--- config.mk ---
export PLATFORM = sky130hd
export DESIGN_NAME = ysyx_23060236_store_buffer
export DESIGN_NICKNAME = d
export VERILOG_FILES = /design/src/rtl/ysyx_23060236_store_buffer.sv
export SDC_FILE = /design/constraint.sdc
export NUM_CORES = 1
export LEC_CHECK = 0
export ABC_AREA = 0
export BUFFER_PORTS_ARGS = -buffer_cell sky130_fd_sc_hd__buf_4
export CAP_MARGIN = 25
export CORE_UTILIZATION = 30
export DETAILED_ROUTE_END_ITERATION = 8
export MAX_ROUTING_LAYER = met4
export PLACE_DENSITY_LB_ADDON = 0.25
export SLEW_MARGIN = 10
export SYNTH_ARGS = -nofsm -noshare
export SYNTH_HDL_FRONTEND = slang
export SYNTH_SLANG_ARGS = --single-unit
--- constraint.sdc ---
create_clock -name clock -period 2.7 [get_ports clock]
set_input_delay 0.135 -clock clock [delete_from_list [all_inputs] [get_ports clock]]
set_output_delay 0.135 -clock clock [all_outputs]
set_load 0.005 [all_outputs]
--- src/rtl/ysyx_23060236_store_buffer.sv ---
// Posted-write buffer between the LSU write channels and the xbar LSU write port.
// Stores are acknowledged early and drained in order, one single-beat AXI4 write at a time.
module ysyx_23060236_store_buffer #(
  parameter int DEPTH = 4,
  parameter int PTR_W = 2
) (
  input  logic        clock,
  input  logic        reset,
  input  logic [31:0] in_awaddr,
  input  logic [2:0]  in_awsize,
  input  logic        in_awvalid,
  output logic        in_awready,
  input  logic [31:0] in_wdata,
  input  logic [3:0]  in_wstrb,
  input  logic        in_wvalid,
  output logic        in_wready,
  output logic [1:0]  in_bresp,
  output logic        in_bvalid,
  input  logic        in_bready,
  input  logic [31:0] ld_araddr,
  input  logic        ld_arvalid,
  output logic        ld_hazard,
  output logic [31:0] out_awaddr,
  output logic [2:0]  out_awsize,
  output logic [7:0]  out_awlen,
  output logic [1:0]  out_awburst,
  output logic [3:0]  out_awid,
  output logic        out_awvalid,
  input  logic        out_awready,
  output logic [31:0] out_wdata,
  output logic [3:0]  out_wstrb,
  output logic        out_wlast,
  output logic        out_wvalid,
  input  logic        out_wready,
  input  logic [1:0]  out_bresp,
  input  logic        out_bvalid,
  output logic        out_bready,
  output logic        drained,
  output logic        wr_err
);

  typedef enum logic [1:0] {
    S_IDLE = 2'd0,
    S_REQ  = 2'd1,
    S_RESP = 2'd2
  } state_t;

  localparam logic [PTR_W:0] FULL_CNT = DEPTH[PTR_W:0];

  logic [31:0]      addr_q [DEPTH];
  logic [2:0]       size_q [DEPTH];
  logic [31:0]      data_q [DEPTH];
  logic [3:0]       strb_q [DEPTH];
  logic [DEPTH-1:0] vld_q;

  logic [PTR_W-1:0] head_q, tail_q;
  logic [PTR_W:0]   count_q;
  logic             bvalid_q;
  logic             wr_err_q;
  state_t           state_q, state_d;
  logic             aw_done_q, aw_done_d;
  logic             w_done_q, w_done_d;

  logic             full;
  logic             push;
  logic             pop;
  logic [DEPTH-1:0] push_mask;
  logic [DEPTH-1:0] pop_mask;
  logic             buf_hit;
  logic             aw_hit;
  logic             unused_ld_lsb;

  assign full       = (count_q == FULL_CNT);
  assign in_awready = in_awvalid & in_wvalid & ~full & ~bvalid_q;
  assign in_wready  = in_awready;
  assign push       = in_awready;
  assign pop        = (state_q == S_RESP) & out_bvalid;
  assign push_mask  = push ? (DEPTH'(1) << tail_q) : '0;
  assign pop_mask   = pop  ? (DEPTH'(1) << head_q) : '0;

  assign in_bresp  = 2'b00;
  assign in_bvalid = bvalid_q;
  assign wr_err    = wr_err_q;

  // Entry payload needs no reset; occupancy is tracked by vld_q and count_q.
  always_ff @(posedge clock) begin
    if (push) begin
      addr_q[tail_q] <= in_awaddr;
      size_q[tail_q] <= in_awsize;
      data_q[tail_q] <= in_wdata;
      strb_q[tail_q] <= in_wstrb;
    end
  end

  always_ff @(posedge clock) begin
    if (reset) begin
      head_q   <= '0;
      tail_q   <= '0;
      count_q  <= '0;
      vld_q    <= '0;
      bvalid_q <= 1'b0;
      wr_err_q <= 1'b0;
    end else begin
      vld_q <= (vld_q | push_mask) & ~pop_mask;
      if (push) tail_q <= tail_q + 1'b1;
      if (pop)  head_q <= head_q + 1'b1;
      case ({push, pop})
        2'b10:   count_q <= count_q + 1'b1;
        2'b01:   count_q <= count_q - 1'b1;
        default: count_q <= count_q;
      endcase
      if (push)
        bvalid_q <= 1'b1;
      else if (bvalid_q & in_bready)
        bvalid_q <= 1'b0;
      if (pop && (out_bresp != 2'b00))
        wr_err_q <= 1'b1;
    end
  end

  always_ff @(posedge clock) begin
    if (reset) begin
      state_q   <= S_IDLE;
      aw_done_q <= 1'b0;
      w_done_q  <= 1'b0;
    end else begin
      state_q   <= state_d;
      aw_done_q <= aw_done_d;
      w_done_q  <= w_done_d;
    end
  end

  // Each channel's valid drops on its own handshake; RESP once both have completed.
  always_comb begin
    state_d     = state_q;
    aw_done_d   = aw_done_q;
    w_done_d    = w_done_q;
    out_awvalid = 1'b0;
    out_wvalid  = 1'b0;
    out_bready  = 1'b0;
    case (state_q)
      S_IDLE: begin
        aw_done_d = 1'b0;
        w_done_d  = 1'b0;
        if (count_q != '0) state_d = S_REQ;
      end
      S_REQ: begin
        out_awvalid = ~aw_done_q;
        out_wvalid  = ~w_done_q;
        aw_done_d   = aw_done_q | out_awready;
        w_done_d    = w_done_q | out_wready;
        if (aw_done_d && w_done_d) state_d = S_RESP;
      end
      S_RESP: begin
        out_bready = 1'b1;
        if (out_bvalid) state_d = S_IDLE;
      end
      default: state_d = S_IDLE;
    endcase
  end

  assign out_awaddr  = addr_q[head_q];
  assign out_awsize  = size_q[head_q];
  assign out_awlen   = 8'd0;
  assign out_awburst = 2'b01;
  assign out_awid    = 4'd0;
  assign out_wdata   = data_q[head_q];
  assign out_wstrb   = strb_q[head_q];
  assign out_wlast   = 1'b1;

  // Word-granular match against every occupied entry plus the store being offered now.
  always_comb begin
    buf_hit = 1'b0;
    for (int i = 0; i < DEPTH; i++)
      buf_hit = buf_hit | (vld_q[i] & (addr_q[i][31:2] == ld_araddr[31:2]));
  end

  assign aw_hit        = in_awvalid & (in_awaddr[31:2] == ld_araddr[31:2]);
  assign ld_hazard     = ld_arvalid & (buf_hit | aw_hit);
  assign unused_ld_lsb = ^ld_araddr[1:0];

  assign drained = (count_q == '0) & (state_q == S_IDLE) & ~bvalid_q;

endmodule
After elaboration in Yosys (flattened, before gate mapping)
Memory sizes are Yosys's and may differ from the RTL's. A register that Yosys moved wholly into a read port is not among the register bits.
Cells that the tools add are included.

operators by class
  add/sub/neg operators = 4
  multipliers = 0
  div/mod/pow operators = 0
  order comparisons = 0
  equality and inequality tests = 13
  shifts and indexed selects = 2
  muxes and demuxes = 24
  bitwise operators = 26
  reduce and logical (&&, ||, !) cells = 10

operators by type and width
  operator                                             count
  equality test 30 bit                                 5
  two-way mux 2 bit                                    11
  bitwise AND 1 bit                                    13
  two-way mux 4 bit                                    2
  nonzero test 2 bit                                   4
  << shifter 1 x 2 -> 4 bit, first input constant      2
  two-way mux 1 bit                                    7
  != test 2 bit, second input constant                 3
  OR 1 bit                                             6
  case mux 2 bit (3 select lines)                      1
  case mux 3 bit (2 select lines)                      1
  adder 2 x 1 -> 2 bit, second input constant          2
  bitwise AND 4 bit                                    1
  equality test 2 x 1 -> 1 bit, second input constant  2
  equality test 2 bit, second input constant           2
  inverter 1 bit                                       4
  inverter 4 bit                                       1
  OR 4 bit                                             1
  case mux 1 bit (2 select lines)                      2
  adder 3 x 1 -> 3 bit, second input constant          1
  equality test 3 bit, second input constant           1
  zero test 3 bit                                      1
  AND reduction 3 bit                                  1
  nonzero test 3 bit                                   1
  other kinds (3)                                      4

storage, ports and cells
  bits in registers = 17
  latch bits = 0
  RAM bits = 284
  ROM bits = 0
  output and inout bits = 97
  memories kept = 4

memory list
  name    words  bits a word  read ports  clocked after Yosys merged registers in  write ports  RTL line  text
  addr_q  4      32           5           1                                        1            50        logic [31:0] addr_q [DEPTH];
  data_q  4      32           1           1                                        1            52        logic [31:0] data_q [DEPTH];
  strb_q  4      4            1           1                                        1            53        logic [3:0] strb_q [DEPTH];
  size_q  4      3            1           1                                        1            51        logic [2:0] size_q [DEPTH];

Longest topological paths before layout
An unclocked memory read counts as a cell.

  depth after elaboration = 8
  mapped depth = 9
  gate-level depth less buffers = 9

Worst setup path before layout
No wires, ideal clock.

  path kind = reg-to-reg
  from = reg state_q[1]
  to = reg count_q[2]
  arrival = 2,003 ps
  required time = 2,629 ps
  path slack = 626 ps
  stages on the path, launching flop included = 9
  clock period less this slack = 2,074 ps
  cells stage by stage = dfxtp_1 -> inv_2 -> nor3_4 -> ha_1 -> inv_1 -> fa_1 -> xor2_1 -> or3_1 -> a21oi_1

between the ends
  cells in the longest elaborated chain, start to end = 4

RTL lines
  item                                                                          RTL line  text
  start: declaration                                                            60        state_t state_q, state_d;
  start signal: assignment                                                      127       state_q <= state_d;
  equality test 2 bit *                                                         77        assign pop = (state_q == S_RESP) & out_bvalid;
  bitwise AND 1 bit *                                                           77
  net pop                                                                       66        logic pop;
  equality test 2 x 1 -> 1 bit / equality test 2 bit (equally long branches)    107       case ({push, pop})
  case mux 3 bit (2 select lines) / nonzero test 2 bit (equally long branches)  n/a
  end signal: assignment                                                        108       2'b10: count_q <= count_q + 1'b1;
  end signal: assignment                                                        109       2'b01: count_q <= count_q - 1'b1;
  end signal: assignment                                                        110       default: count_q <= count_q;
  end: declaration                                                              57        logic [PTR_W:0] count_q;

The timed path passes the listed nets; every way through them passes the cells marked *.
A chain may end at the register's enable or synchronous reset.

==> impl_metrics.ini <==
[status]
status = completed

[synthesis]
synthSimpleGateAreaFrac_pct = 3.98
synth_cell_types = 34
yosysSeqAreaShare_pct = 68.1
yosys_warnings = 0
avgSynthCellArea_um2 = 18.1
netlist_instances = 723
synth_mux_area_share_pct = 12.3
synth-adder-area-share_pct = 1.01
synth_xor_area_share_pct = 10.3
synth_compound_area_share_pct = 1.04
synthesis.area_mm2 = 0.0131
synth_top_family_by_area = multiplexers
synth_seq_cells = 303

[place]
place_congestion = 0.861
hpwlAfterDp_um = 22800
dp.cells = 1463
io_buffers = 191

[setup_path]
worst-r2r-setup-slack_ps = 460
critPathMaxFanout = 2
worstPathArrival_ps = 2500
cp_cell_sequence = xnor2_1 -> nand4_1 -> nor4_1 -> a22oi_1 -> a41oi_1 -> buf_4
crit_required_ps = 2570
cp-start-kind = flop
critPathBufInv = 1
path_delay_family = simple AND/OR/NAND/NOR gates
max_stage_delay_ps = 410
endpoint_kind = primary output
path_class = flop to primary output
worst_path_max_delay_cell = edfxtp_1

[cts]
cts_hold_buf = 82
htreeDepth = 2
cts_buffers = 35
clk_latency_ps = 530
cts_tree = done
clock_sinks = 303
clock_path_buffers = 3
postCtsSetupBuffers = 0
cts_resized = 0
clk_pin_slew_ps = 60
cts_root_buf = clkbuf_16

[timing]
worst_pin_slew_ps = 608
setup_viol_count_final = 0
fmaxAchievable_ghz = 0.380
fin_skew_ps = 15.5
timing.slew.headroom_pct = 59.1
final.setup.tns_ps = 0
finalCriticalPeriod_ps = 2630
period_share_pct = 97.6
holdWs_ps = 121
hold_viol = 0
rsz0062_at_grt = no
finalMaxSlewViolations = 0

[pwr]
p_clk_share_pct = 42.1
p_int_w = 0.00859
seqPwrFrac_pct = 48.3
pwr-share-comb_pct = 9.6
power.leakage_nw = 5.67
ir_drop_mv = 0.467
powerDensity_mw_per_mm2 = 644
p_sw_w = 0.00242
finalPower_w = 0.0110
p_sw_share_pct = 22.0

[final_layout]
fin_cells = 1608
layout_common_cells = edfxtp_1, buf_4, xnor2_1
layout_commonest_cell = edfxtp_1
fin_nets = 1121
drive_gt1_share_pct = 33.7
area_growth_pct = 30.8
fillers = 4019
multiInputGateArea_mm2 = 0.00381
final-seq-area_mm2 = 0.00892

[route]
drcViolationCount = 0
firstDrtPassIters = 4
wirelength_um = 33500
ant_nets = 0
num_vias = 7296
first_iter_violations = 426
viasPerCell = 4.54
detail_route.wl_per_cell_um = 20.8

[die]
ios = 211
initial_core_util_pct = 30.4
fp.dieW_um = 211
die_y_um = 211
design.die.area_mm2 = 0.0444
rows = 76
core_mm2 = 0.0431

[run]
maxCapViolCount = 0

[global_route]
antenna_found_initial = 2
grt_pass1_vias = 7703
gr-total-overflow = 0
grt_first_pass_wirelength_um = 49300
grt_max_degree = 41
track_usage_pct = 15.7

[worst_hold_path]
hp-class = input pin to flop
-- layout make-up --
cell class | count | area share, %
flip-flops and latches | 303 | 52.1
repair buffers | 288 | 14.5
clock inverters | 18 | 0.973
well taps | 585 | 4.28
diodes | 2 | 0.0293
multi-input cells | 357 | 22.3
clock buffers | 43 | 5.54
inverters | 12 | 0.263
-- final timing paths --
kind | start | endpoint | cells past startpoint
worst max-delay path | addr_q[3][17] | ld_hazard | 6
worst min-delay path | in_wvalid | tail_q[0] | 5
worst max register to register | state_q[1] | wr_err | 7
worst min register to register | vld_q[3] | vld_q[3] | 2
-- power by group through the flow --
stage                     Clock (W)  Sequential [W]  Combinational, W
after floorplan                   0         0.00540          0.000501
after global placement            0         0.00541          0.000972
after detailed placement          0         0.00541          0.000973
after CTS                   0.00479         0.00531           0.00108
after global routing        0.00493         0.00532           0.00115
final                       0.00464         0.00531           0.00106
-- worst min-delay path: stages --
cell and delay [ps]:
buf_4 100, nand2_1 90, a211oi_4 90, xnor2_1 140, nor2_1 40
-- routing by layer --
| metal | up-vias | GRT usage (%) | part of all wire [%] |
|---|---|---|---|
| li1 | 3305 | - | - |
| met1 | 3702 | 19.3 | 42 |
| met2 | 236 | 24.8 | 48 |
| met3 | 53 | 4.27 | 7.1 |
| met4 | 0 | 5.75 | 2.7 |
| met5 | - | - | 0 |
-- registers in the layout, summed over array words and instances (netlist names), named ones only --
name and count:
vld_q 4, tail_q 2, head_q 2, in_bvalid 1
count_q 3, strb_q 16, size_q 12, addr_q 128
data_q 128, w_done_q 1, wr_err 1, aw_done_q 1
state_q 2
-- kinds of logic (layout without fill, tap and decap cells) --
logic type	count (synthesis)	in the layout
other	2	19
xor gates and xnor gates	154	154
and+or+nand+nor	87	87
DFF	303	303
buffers and inverters	78	361
AOI/OAI and AO/OA	17	17
muxes	72	72
adders and majority gates	10	10
-- cells in the mapped netlist (all sizes together) --
master  number  share of area (%)
edfxtp     284                 65
nand2b       2              0.096
nand2        1              0.029
mux2i        1              0.077
fa           1               0.15
nand4       32                1.5
inv         12               0.34
dfxtp       19                2.9
buf         47                2.3
xnor2      119                8.0
a211oi       5               0.54
conb         2              0.057
nor4        18               0.86
xor2        35                2.3
or3          1              0.048
nor2        19               0.64
and3b        1              0.067
clkbuf      19               0.55
nand3        2              0.077
nor2b        1              0.048
nor3         6               0.32
a21oi        8               0.31
a41oi        1              0.067
and2         4               0.27
o21ai        2              0.076
mux4        71                 12
a22oi        1              0.057
ha           9               0.86
-- stage by stage --
step	worst slack (ps)	utilization (%)	instance area, µm²
2_1_floorplan	626	-	13100
5_1_grt	12.6	39.7	17100
4_1_cts	100	39.7	17100
6_report	65.0	39.7	17100
3_5_place_dp	585	35.2	15200
3_3_place_gp	595	35.2	15200
(Power assumes the default switching activity.)
